<file path="src/rtl/simon_pkg.sv">
// Shared types and timing helpers for the sequence player.
package simon_pkg;

   typedef enum logic [2:0] {
      S_IDLE  = 3'd0,
      S_FETCH = 3'd1,
      S_WAIT  = 3'd2,
      S_ON    = 3'd3,
      S_OFF   = 3'd4,
      S_DONE  = 3'd5
   } state_e;

   localparam int unsigned DEF_ON_CYC  = 32'd25_000_000;
   localparam int unsigned DEF_OFF_CYC = 32'd25_000_000;
   localparam int unsigned DEF_DEC_CYC = 32'd2_000_000;
   localparam int unsigned DEF_MIN_CYC = 32'd5_000_000;

   // Period shrinks by level*dec but never drops below min_cyc and never wraps.
   function automatic logic [31:0] period_f(input logic [31:0] base,
                                            input logic [31:0] level,
                                            input logic [31:0] dec,
                                            input logic [31:0] min_cyc);
      logic [31:0] cut;
      cut = level * dec;
      if (cut >= base) begin
         return min_cyc;
      end else if ((base - cut) < min_cyc) begin
         return min_cyc;
      end else begin
         return base - cut;
      end
   endfunction

endpackage

</file>
<file path="src/rtl/onehot_decoder.sv">
// Channel index to one-hot LED pattern; indices at or above N_CH decode to all zeros.
module onehot_decoder #(
   parameter int N_CH  = 4,
   parameter int OUT_W = 10,
   parameter int SEL_W = $clog2(N_CH)
) (
   input  logic [SEL_W-1:0] sel_i,
   output logic [OUT_W-1:0] onehot_o
);

   always_comb begin
      onehot_o = '0;
      for (int i = 0; i < N_CH; i++) begin
         if (sel_i == SEL_W'(i)) begin
            onehot_o[i] = 1'b1;
         end
      end
   end

endmodule

</file>
<file path="src/rtl/seq_player.sv">
// Plays a stored colour sequence on the LED bus with level-dependent on/off periods.
//
//  state | meaning
//  IDLE  | waiting for start; outputs quiet, step index 0
//  FETCH | read strobe to sequence memory at the current step
//  WAIT  | memory data valid; decode and light the LED on exit
//  ON    | LED lit for on_len cycles
//  OFF   | all dark for off_len cycles, then next step or finish
//  DONE  | one-cycle done pulse, busy already low
module seq_player
   import simon_pkg::*;
#(
   parameter int          N_CH    = 4,
   parameter int          ADDR_W  = 4,
   parameter int          LVL_W   = 4,
   parameter int          OUT_W   = 10,
   parameter int unsigned ON_CYC  = DEF_ON_CYC,
   parameter int unsigned OFF_CYC = DEF_OFF_CYC,
   parameter int unsigned DEC_CYC = DEF_DEC_CYC,
   parameter int unsigned MIN_CYC = DEF_MIN_CYC,
   parameter int          SEL_W   = $clog2(N_CH)
) (
   input  logic              clk_i,
   input  logic              reset_i,
   input  logic              start_i,
   input  logic              abort_i,
   input  logic [ADDR_W:0]   length_i,
   input  logic [LVL_W-1:0]  level_i,
   output logic              mem_rd_o,
   output logic [ADDR_W-1:0] mem_addr_o,
   input  logic [SEL_W-1:0]  mem_data_i,
   output logic              busy_o,
   output logic              done_o,
   output logic [ADDR_W:0]   step_o,
   output logic [OUT_W-1:0]  led_out_o
);

   localparam logic [ADDR_W:0] MAX_LEN = {1'b1, {ADDR_W{1'b0}}};

   state_e            state_q, state_d;
   logic [31:0]       cnt_q, cnt_d;
   logic [31:0]       on_q, on_d;
   logic [31:0]       off_q, off_d;
   logic [ADDR_W:0]   idx_q, idx_d;
   logic [ADDR_W:0]   len_q, len_d;
   logic [OUT_W-1:0]  led_q, led_d;

   logic [OUT_W-1:0]  dec_oh;
   logic [ADDR_W:0]   len_eff;
   logic [31:0]       on_load, off_load;

   onehot_decoder #(
      .N_CH  (N_CH),
      .OUT_W (OUT_W),
      .SEL_W (SEL_W)
   ) u_dec (
      .sel_i    (mem_data_i),
      .onehot_o (dec_oh)
   );

   assign len_eff  = (length_i > MAX_LEN) ? MAX_LEN : length_i;

   // Counter runs load..0 inclusive, so a period of P cycles loads P-1.
   assign on_load  = (on_q  == 32'd0) ? 32'd0 : on_q  - 32'd1;
   assign off_load = (off_q == 32'd0) ? 32'd0 : off_q - 32'd1;

   always_ff @(posedge clk_i or posedge reset_i) begin
      if (reset_i) begin
         state_q <= S_IDLE;
         cnt_q   <= '0;
         on_q    <= '0;
         off_q   <= '0;
         idx_q   <= '0;
         len_q   <= '0;
         led_q   <= '0;
      end else begin
         state_q <= state_d;
         cnt_q   <= cnt_d;
         on_q    <= on_d;
         off_q   <= off_d;
         idx_q   <= idx_d;
         len_q   <= len_d;
         led_q   <= led_d;
      end
   end

   always_comb begin
      state_d = state_q;
      cnt_d   = cnt_q;
      on_d    = on_q;
      off_d   = off_q;
      idx_d   = idx_q;
      len_d   = len_q;
      led_d   = led_q;

      case (state_q)
         S_IDLE: begin
            if (start_i && !abort_i) begin
               len_d   = len_eff;
               on_d    = period_f(32'(ON_CYC),  32'(level_i), 32'(DEC_CYC), 32'(MIN_CYC));
               off_d   = period_f(32'(OFF_CYC), 32'(level_i), 32'(DEC_CYC), 32'(MIN_CYC));
               idx_d   = '0;
               state_d = (len_eff == '0) ? S_DONE : S_FETCH;
            end
         end
         S_FETCH: begin
            state_d = S_WAIT;
         end
         S_WAIT: begin
            led_d   = dec_oh;
            cnt_d   = on_load;
            state_d = S_ON;
         end
         S_ON: begin
            if (cnt_q == 32'd0) begin
               led_d   = '0;
               cnt_d   = off_load;
               state_d = S_OFF;
            end else begin
               cnt_d = cnt_q - 32'd1;
            end
         end
         S_OFF: begin
            if (cnt_q == 32'd0) begin
               if ((idx_q + (ADDR_W+1)'(1)) == len_q) begin
                  state_d = S_DONE;
               end else begin
                  idx_d   = idx_q + (ADDR_W+1)'(1);
                  state_d = S_FETCH;
               end
            end else begin
               cnt_d = cnt_q - 32'd1;
            end
         end
         S_DONE: begin
            idx_d   = '0;
            state_d = S_IDLE;
         end
         default: begin
            state_d = S_IDLE;
         end
      endcase

      // Abort overrides every transition and leaves no done pulse behind.
      if (abort_i && (state_q != S_IDLE)) begin
         state_d = S_IDLE;
         led_d   = '0;
         idx_d   = '0;
         cnt_d   = '0;
      end
   end

   assign mem_rd_o   = (state_q == S_FETCH);
   assign mem_addr_o = idx_q[ADDR_W-1:0];
   assign busy_o     = (state_q != S_IDLE) && (state_q != S_DONE);
   assign done_o     = (state_q == S_DONE);
   assign step_o     = idx_q;
   assign led_out_o  = led_q;

endmodule

</file>
<file path="config.mk">
export PLATFORM = sky130hd
export DESIGN_NAME = seq_player
export DESIGN_NICKNAME = d
export VERILOG_FILES = /design/src/rtl/simon_pkg.sv /design/src/rtl/onehot_decoder.sv /design/src/rtl/seq_player.sv
export SDC_FILE = /design/constraint.sdc
export NUM_CORES = 1
export LEC_CHECK = 0
export CORE_UTILIZATION = 51
export CTS_BUF_LIST = sky130_fd_sc_hd__clkbuf_4 sky130_fd_sc_hd__clkbuf_8
export CTS_CLUSTER_DIAMETER = 80
export DETAILED_ROUTE_END_ITERATION = 8
export PLACE_DENSITY = 0.7
export SKIP_LAST_GASP = 1
export SLEW_MARGIN = 5
export SYNTH_ARGS = -nofsm -noshare
export SYNTH_HDL_FRONTEND = slang
export SYNTH_SLANG_ARGS = --single-unit
</file>
<file path="constraint.sdc">
create_clock -name clk_i -period 5.6 [get_ports clk_i]
set_input_delay 0.84 -clock clk_i [delete_from_list [all_inputs] [get_ports clk_i]]
set_output_delay 0.84 -clock clk_i [all_outputs]
set_load 0.05 [all_outputs]
</file>
==> After elaboration in Yosys (flattened, before gate mapping) <==
Index checks and enable logic that the tools add are counted.
{ "word_totals": {"ff_bits": 87, "latch_bits": 0, "elab_cells": 74, "romBits": 0, "ram_bits": 0, "input_bits": 15, "mem_count": 0} }
{ "op_classes": {"n_shift": 0, "n_eq_ne": 15, "n_addsub": 4, "magnitude_cmp": 3, "n_bitwise": 0, "mux": 27, "reduce_logical": 18, "mul": 1, "n_div": 0} }
{ "op_table": {"columns": ["op", "n"], "rows": [
  ["2-to-1 mux 32 bit", 6],
  ["one-hot mux 32 bit (3 select lines)", 1],
  ["logical NOT 32 bit", 2],
  ["subtractor 32 x 1 -> 32 bit, second input constant", 2],
  ["less-than comparator 32 x 23 -> 1 bit, second input constant", 1],
  ["subtractor 25 x 25 -> 26 bit, first input constant", 1],
  ["greater-or-equal comparator 25 bit, second input constant", 1],
  ["2-to-1 mux 5 bit", 5],
  ["2-to-1 mux 10 bit", 2],
  ["one-hot mux 10 bit (2 select lines)", 1],
  ["multiplier 4 x 14 -> 18 bit, second input constant", 1],
  ["2-to-1 mux 3 bit", 6],
  ["inequality test 3 bit, second input constant", 6],
  ["one-hot mux 3 bit (5 select lines)", 1],
  ["one-hot mux 5 bit (3 select lines)", 1],
  ["nonzero test 4 bit", 2],
  ["== test 3 x 2 -> 1 bit, second input constant", 2],
  ["== test 3 bit, second input constant", 2],
  ["AND reduction 2 bit", 3],
  ["nonzero test 3 bit", 2],
  ["adder 5 x 1 -> 5 bit, second input constant", 1],
  ["== test 5 bit", 1],
  ["greater-than comparator 5 bit, second input constant", 1],
  ["logical NOT 5 bit", 1],
  ["10 further kinds", 16]
]} }

==> Depth between registers and ports, before layout <==
Gate-level depths: netlist (run 1).
{ "logic_depth": {"ltp_word": 7, "depth_mapped": 14} }

==> Cells and area by module <==
Synthesis (run 1) repeated with hierarchy kept, for this count alone.
{ "unflattened": {"hier_cells": 670, "area_unflattened_um2": 5765.5} }
{ "by_module_without_submodules": {"columns": ["mod", "area_per_inst_um2", "instances", "cells_each"], "rows": [
  ["seq_player", 5690.5, 1, 659],
  ["onehot_decoder", 75.1, 1, 11]
]} }

==> Worst setup path after synthesis (run 1) <==
No wires, ideal clock.
{ "synth_timing": {"path_type": "input to register", "startpoint": "input port level_i[1]", "endpoint": "register off_q[14]", "setup_time_ns": 0.123, "t_arrival_ns": 4.500, "path_stages": 14, "t_required_ns": 5.477, "path_slack_ns": 0.978, "path_cell_list": "clkbuf_1 -> inv_1 -> ha_1 -> fa_1 -> ha_1 -> a211oi_1 -> nor2_1 -> or2_0 -> clkbuf_1 -> or4_1 -> a221oi_2 -> buf_2 -> nand3_1 -> o221a_2"} }
{ "synth_via": {"elab_chain_len": 5, "elab_cells_between_ends": 6} }
{ "synth_lines": {"columns": ["element", "line", "rtl"], "rows": [
  ["from (decl)", "seq_player.sv:28", "input logic [LVL_W-1:0] level_i,"],
  ["multiplier 4 x 14 -> 18 bit *", "simon_pkg.sv:24", "cut = level * dec;"],
  ["subtractor 25 x 25 -> 26 bit", "simon_pkg.sv:27, simon_pkg.sv:30", null],
  ["less-than comparator 32 x 23 -> 1 bit", "simon_pkg.sv:27", "end else if ((base - cut) < min_cyc) begin"],
  ["2-to-1 mux 32 bit", "simon_pkg.sv:27", null],
  ["2-to-1 mux 32 bit *", "simon_pkg.sv:25", "if (cut >= base) begin"],
  ["to (signal assigned)", "seq_player.sv:72", "off_q <= '0;"],
  ["to (signal assigned)", "seq_player.sv:80", "off_q <= off_d;"],
  ["to (decl)", "seq_player.sv:43", "logic [31:0] off_q, off_d;"]
]} }
Every way passes the cells marked *; elsewhere a longest branch is shown, timed or not.
A chain may end at the register's enable or synchronous reset.

==> Final worst setup path (run 1) <==
{ "layout_timing": {"startpoint": "input port level_i[1]", "endpoint": "register off_q[9]"} }
The elaborated chain is that of the path after synthesis.

==> flow_summary.json, run 1 <==
{
  "status": "complete, but fails checks",
  "violations": "design-rule violations",
  "clk_path_buf_depth": 2,
  "fillCellCount": 979,
  "coreArea_um2": 10790,
  "synth_edf_count": 0,
  "dp_hpwl_mm": 10.30,
  "clkLatencyLatePin_ps": 350,
  "yosysWarnings": 0,
  "hp-class": "flop to flop",
  "fp.dieArea_um2": 11470,
  "num_antenna_cells": 0,
  "cp_top_family": "adder cells",
  "fmax_mhz": 207.3,
  "slew_violations": 0,
  "grt.busiest_layer": "met2",
  "reg2regPathDepth": 9,
  "rsz0062_at_grt": "no",
  "crit_path_top_delay_cell": "fa_1",
  "mappedNetlistArea_um2": 5635,
  "relSlewSlack_pct": 21.39,
  "tritoncts": "built",
  "crit_cells": 13,
  "areaGrowthSynthToFinish_pct": 10.86,
  "antenna_found_initial": 0,
  "cap_violations": 0,
  "pin_count": 37,
  "finalWorstPathRequiredPeriod_ps": 4824,
  "gr-usage-all-layers_pct": 26.36,
  "drtIter0Drc": 425,
  "period_share_pct": 86.14,
  "cts-root-buf": "clkbuf_8",
  "cts_setup_buffers": 0,
  "use_met1_pct": 33.98,
  "gp_congestion": 0.8643,
  "synthArstFlopShare_pct": 100.0,
  "nNetsFinal": 761,
  "synth-seq-area-share_pct": 30.64,
  "use_met3_pct": 4.195,
  "path_cells": "clkdlybuf4s50_1 > fa_1 > inv_1 > fa_1 > inv_1 > ha_1 > xor2_1 > nand3_1 > nor4_1 > and2_1 > a22o_1 > nand2_1 > o311a_1",
  "die_y_um": 107.1,
  "cts_max_level": 3,
  "crit_buf_inv": 3,
  "seqCellArea_um2": 1727,
  "end_kind": "flop",
  "placedInstanceArea_um2": 6005,
  "avgViaCountPerCell": 6.197,
  "clk_pin_slew_worst_paths_ps": 80,
  "use_met2_pct": 44.88,
  "hold_depth": 2,
  "fp-row-count": 38,
  "die_w_um": 107.1,
  "port_buffers": 30,
  "cp.required_ps": 5820,
  "p_per_area_nw_per_um2": 357.1,
  "drive_gt1_share_pct": 7.054,
  "worst-path-max-fanout": 11,
  "antenna_left": 0,
  "synth_ff_type": "dfrtp_1",
  "worst_slew_pin_slew_ps": 1175,
  "num_vias": 5348,
  "ctsHoldBuffers": 0,
  "drt-total-wl_mm": 14.28,
  "first_global_vias": 5052,
  "cts.sinks": 69,
  "setup_ws_ps": 776.4,
  "multi_input_area_um2": 3603,
  "critPathLaunchType": "primary input",
  "ctsResizeCount": 0,
  "clock_skew_ps": 16.16,
  "setup_tns_ps": 0,
  "pre_cts_slack_ps": 465.8,
  "routedWlPerCell_um": 16.55,
  "cp_data_arrival_time_ps": 5050,
  "drc": 2,
  "path_class": "primary input to flop",
  "ir_worst_vdd_uv": 181.7,
  "grt_max_degree": 38,
  "start_util_pct": 52.21,
  "finalSetupViolations": 0,
  "hold_viol": 0,
  "crit_path_max_incr_delay_ps": 610,
  "p_leak_nw": 2.514,
  "cts_buffers": 9,
  "netlist-cell-type-count": 75,
  "avgSynthCellArea_um2": 7.960,
  "stdcell_area_um2": 6247,
  "syn_inst": 708,
  "ys_seq_elements": 69,
  "grt_pass1_wl_mm": 24.25,
  "drt_pre_antenna_iters": 7,
  "grt_overflow_total": 0
}
[tightest hold or removal path, delay by kind of cell (launching register included)]
kind | cells | cell delay, ps
and+or+nand+nor | 1 | 50
DFF | 1 | 350
AOI/OAI and AO/OA | 1 | 60
[area by class of cell]
class                   count  area share [%]
multi-input cells         568           57.68
flip-flops and latches     69           27.64
repair buffers             43           6.369
well taps                 140           2.804
clock buffers              10           2.103
clock inverters             6           1.782
inverters                  27           1.622
[flip-flops by register name, indices dropped and copies added, names as in the netlist]
register   cells
off_q         20
step_o         5
led_out_o      4
state_q        3
cnt_q         32
len_q          5
[Yosys cell counts (all sizes together), types with 6 or more instances]
cell type | n | area, um2
or4 | 11 | 86.33
nor2b | 8 | 50.05
or3 | 8 | 50.05
o21ai | 79 | 399.1
nor2 | 62 | 232.7
a32oi | 8 | 70.07
a21o | 6 | 45.04
a21oi | 33 | 168.9
nand3 | 27 | 135.1
clkbuf | 32 | 120.1
nand2b | 7 | 43.79
a31oi | 27 | 168.9
dfrtp | 69 | 1727
buf | 17 | 108.9
or2 | 6 | 40.05
xor2 | 17 | 148.9
nor3 | 35 | 180.2
xnor2 | 26 | 227.7
inv | 27 | 101.4
nand2 | 59 | 221.5
nor4 | 16 | 100.1
and2 | 12 | 75.07
o31ai | 8 | 70.06
ha | 23 | 287.8
[where the power goes]
part	switching [W]	leakage (nW)	total, W	internal [W]
clock	0.000200	0.120	0.000501	0.000301
combinational	0.000538	1.52	0.000899	0.000361
sequential	0.000180	0.871	0.000831	0.000651
total	0.000917	2.51	0.00223	0.00131
[kinds of logic (layout without fill, tap and decap cells)]
kind of cell,Yosys count,in the layout,synth area share [%]
xor gates and xnor gates,43,43,6.683
adders and majority gates,28,28,6.883
muxes,4,4,0.7327
buffers and inverters,76,86,5.862
DFF,69,69,30.64
and+or+nand+nor,281,281,25.62
other,1,6,0.06654
AOI/OAI and AO/OA,206,206,23.51
[placed cells by master (no fill, tap or decap), types with 8 or more instances in the layout]
cell	Yosys	layout
a21oi_1	32	32
a31oi_1	27	26
a32oi_1	8	8
and2_1	12	12
buf_4	10	13
clkbuf_8	0	9
clkdlybuf4s50_1	0	30
dfrtp_1	69	69
ha_1	23	23
inv_1	27	26
nand2_1	59	59
nand3_1	27	27
nor2_1	62	62
nor2b_1	8	8
nor3_1	34	34
nor4_1	16	16
o21ai_0	40	40
o21ai_1	38	38
or3_1	8	8
or4_1	10	10
xnor2_1	26	26
xor2_1	17	17
[per-stage QoR]
| stage | power [W] | hold slack (ps) | utilization [%] | cells |
|---|---|---|---|---|
| 2_1_floorplan | 0.001493 | 457.4 | - | 713 |
| 3_3_place_gp | 0.001688 | 459.1 | 55.63 | 847 |
| 3_5_place_dp | 0.001717 | 472.8 | 55.63 | 847 |
| 4_1_cts | 0.002225 | 492.5 | 57.88 | 863 |
| 5_1_grt | 0.002393 | 515.5 | 57.88 | 863 |
| 6_report | 0.002231 | 491.5 | 57.88 | 863 |
[path summary, 6_finish.rpt]
path	start	to	slack (ps)
setup / recovery	level_i[1]	off_q[9]$_DFFE_PP0P_	780
hold / removal	led_out_o[1]$_DFFE_PP0P_	led_out_o[1]$_DFFE_PP0P_	490
setup reg to reg	cnt_q[0]$_DFFE_PP0P_	cnt_q[12]$_DFFE_PP0P_	2070
hold reg to reg	led_out_o[1]$_DFFE_PP0P_	led_out_o[1]$_DFFE_PP0P_	490
max in group asynchronous	reset_i	off_q[30]$_DFFE_PP0P_	3680
min in group asynchronous	reset_i	step_o[0]$_DFFE_PP0P_	980
[layer usage]
metal / vias to the layer above / routed length (um)
li1: 2606 / -
met1: 2543 / 6312
met2: 171 / 7027
met3: 28 / 711
met4: 0 / 228
met5: - / 0
Power figures use the tool's default switching activity.
==> inputs of run 2 (changes only) <==
RECOVER_POWER = 100   (was unset)
==> run 2 against run 1 <==
Compared with the run above:
- highest routed layer unchanged
- cell area fell by 0.58%
- wire length about the same
- sequential share of layout area up 0.16 points
- the flow finishes with violations (design-rule violations, max-capacitance violations, max-slew violations)
- largest power group unchanged
- clock-buffer cell count stayed put
==> flow_summary.json, run 2 (synthesis results as in run 1) <==
{
  "cp.required_ps": 5830,
  "drt_pre_antenna_iters": 7,
  "p_leak_nw": 2.550,
  "reg2regPathDepth": 9,
  "clk_path_buf_depth": 2,
  "cts_setup_buffers": 0,
  "port_buffers": 30,
  "grt_overflow_total": 0,
  "critPathLaunchType": "primary input",
  "relSlewSlack_pct": -43.80,
  "p_per_area_nw_per_um2": 355.6,
  "regMostFlops": "cnt_q",
  "drtIter0Drc": 363,
  "tritoncts": "built",
  "fp-row-count": 38,
  "die_w_um": 107.1,
  "largest_reg_flops": 32,
  "hp-class": "flop to flop",
  "areaGrowthSynthToFinish_pct": 10.21,
  "violations": "design-rule violations, max-capacitance violations, max-slew violations",
  "clk_pin_slew_worst_paths_ps": 80,
  "dp_hpwl_mm": 10.30,
  "nNetsFinal": 761,
  "ctsResizeCount": 0,
  "fmax_mhz": 200.9,
  "cts.sinks": 69,
  "crit_path_max_incr_delay_ps": 610,
  "status": "complete, but fails checks",
  "die_y_um": 107.1,
  "reg_top3": "cnt_q x32, off_q x20",
  "stdcell_area_um2": 6211,
  "cts_buffers": 9,
  "ctsHoldBuffers": 0,
  "cts-root-buf": "clkbuf_8",
  "finalSetupViolations": 0,
  "drive_gt1_share_pct": 5.809,
  "crit_path_top_delay_cell": "dlygate4sd3_1",
  "avgViaCountPerCell": 6.203,
  "start_util_pct": 52.21,
  "fp.dieArea_um2": 11470,
  "cp_data_arrival_time_ps": 5200,
  "ir_worst_vdd_uv": 181.4,
  "cts_max_level": 3,
  "drc": 2,
  "setup_ws_ps": 622.6,
  "grt_pass1_wl_mm": 24.25,
  "hold_depth": 2,
  "hold_viol": 0,
  "routedWlPerCell_um": 16.54,
  "placedInstanceArea_um2": 6005,
  "clock_skew_ps": 15.18,
  "antenna_left": 0,
  "coreArea_um2": 10790,
  "antenna_found_initial": 0,
  "pin_count": 37,
  "path_class": "primary input to flop",
  "slew_violations": 58,
  "period_share_pct": 88.88,
  "finalWorstPathRequiredPeriod_ps": 4977,
  "layout_common_cells": "o21ai_0 (69), dfrtp_1 (69), nor2_1 (62), nand2_1 (59), nor3_1 (34)",
  "num_vias": 5353,
  "gp_congestion": 0.8643,
  "fin_util_pct": 57.55,
  "fillCellCount": 984,
  "setup_tns_ps": 0,
  "end_kind": "flop",
  "cap_violations": 3,
  "drt-total-wl_mm": 14.27,
  "power_w": 0.002209,
  "grt_max_degree": 38,
  "path_cells": "dlygate4sd3_1 > fa_1 > inv_1 > fa_1 > inv_1 > ha_1 > xor2_1 > nand3_1 > nor4_1 > and2_0 > a22o_1 > nand2_1 > o311a_1",
  "worst_slew_pin_slew_ps": 2147,
  "rsz0062_at_grt": "no",
  "gr-usage-all-layers_pct": 26.36,
  "num_antenna_cells": 0,
  "first_global_vias": 5052,
  "clkLatencyLatePin_ps": 350,
  "pre_cts_slack_ps": 465.8,
  "worst-path-max-fanout": 11
}
[run 2: worst max-delay path: cells and delay by family]
kind / cells / cell delay, ps
buffers and inverters: 3 / 720
xor gates and xnor gates: 1 / 290
adders and majority gates: 3 / 1430
AOI/OAI and AO/OA: 2 / 780
and+or+nand+nor: 4 / 1140
[run 2: path summary, 6_finish.rpt]
| kind | startpoint | to | slack (ps) |
|---|---|---|---|
| max in group asynchronous | reset_i | off_q[30]$_DFFE_PP0P_ | 1920 |
| min in group asynchronous | reset_i | state_q[2]$_DFFE_PP0P_ | 1380 |
| worst max-delay path | level_i[1] | off_q[9]$_DFFE_PP0P_ | 620 |
| worst max register to register | cnt_q[0]$_DFFE_PP0P_ | cnt_q[24]$_DFFE_PP0P_ | 940 |
| worst min-delay path | led_out_o[1]$_DFFE_PP0P_ | led_out_o[1]$_DFFE_PP0P_ | 490 |
| worst min register to register | led_out_o[1]$_DFFE_PP0P_ | led_out_o[1]$_DFFE_PP0P_ | 490 |
[run 2: final cells by class]
class | instances | area, um2 | area share, %
sequential | 69 | 1727 | 27.80
clock buffer | 10 | 131.4 | 2.115
timing repair buffer | 43 | 390.4 | 6.285
clock inverter | 6 | 111.4 | 1.793
inverter | 27 | 101.3 | 1.632
tap | 140 | 175.2 | 2.820
multi-input combinational | 568 | 3575 | 57.55
[run 2: layer usage]
metal  wire (um)  vias up  track usage (%)
met2        6972      172            44.88
met5           0        -                0
met4         225        0            8.806
met1        6308     2547            33.98
met3         765       25            4.195
li1            -     2609                -
[run 2: per-stage QoR]
| step | std cells | hold WS [ps] |
|---|---|---|
| global placement | 847 | 459.1 |
| floorplan | 713 | 457.4 |
| global route | 863 | 515.5 |
| finish | 863 | 485.5 |
| detailed placement | 847 | 472.8 |
| CTS | 863 | 492.5 |
[run 2: where the power goes]
part / leakage (nW) / switching [W] / internal [W] / total, W
combinational: 1.56 / 0.000526 / 0.000350 / 0.000876
sequential: 0.871 / 0.000180 / 0.000651 / 0.000832
clock: 0.120 / 0.000200 / 0.000301 / 0.000501
total: 2.55 / 0.000906 / 0.00130 / 0.00221
==> inputs of run 3 (changes only) <==
TNS_END_PERCENT = 30   (was unset)
==> results of run 3 <==
Final layout, timing and power as in run 2 (identical DEF).
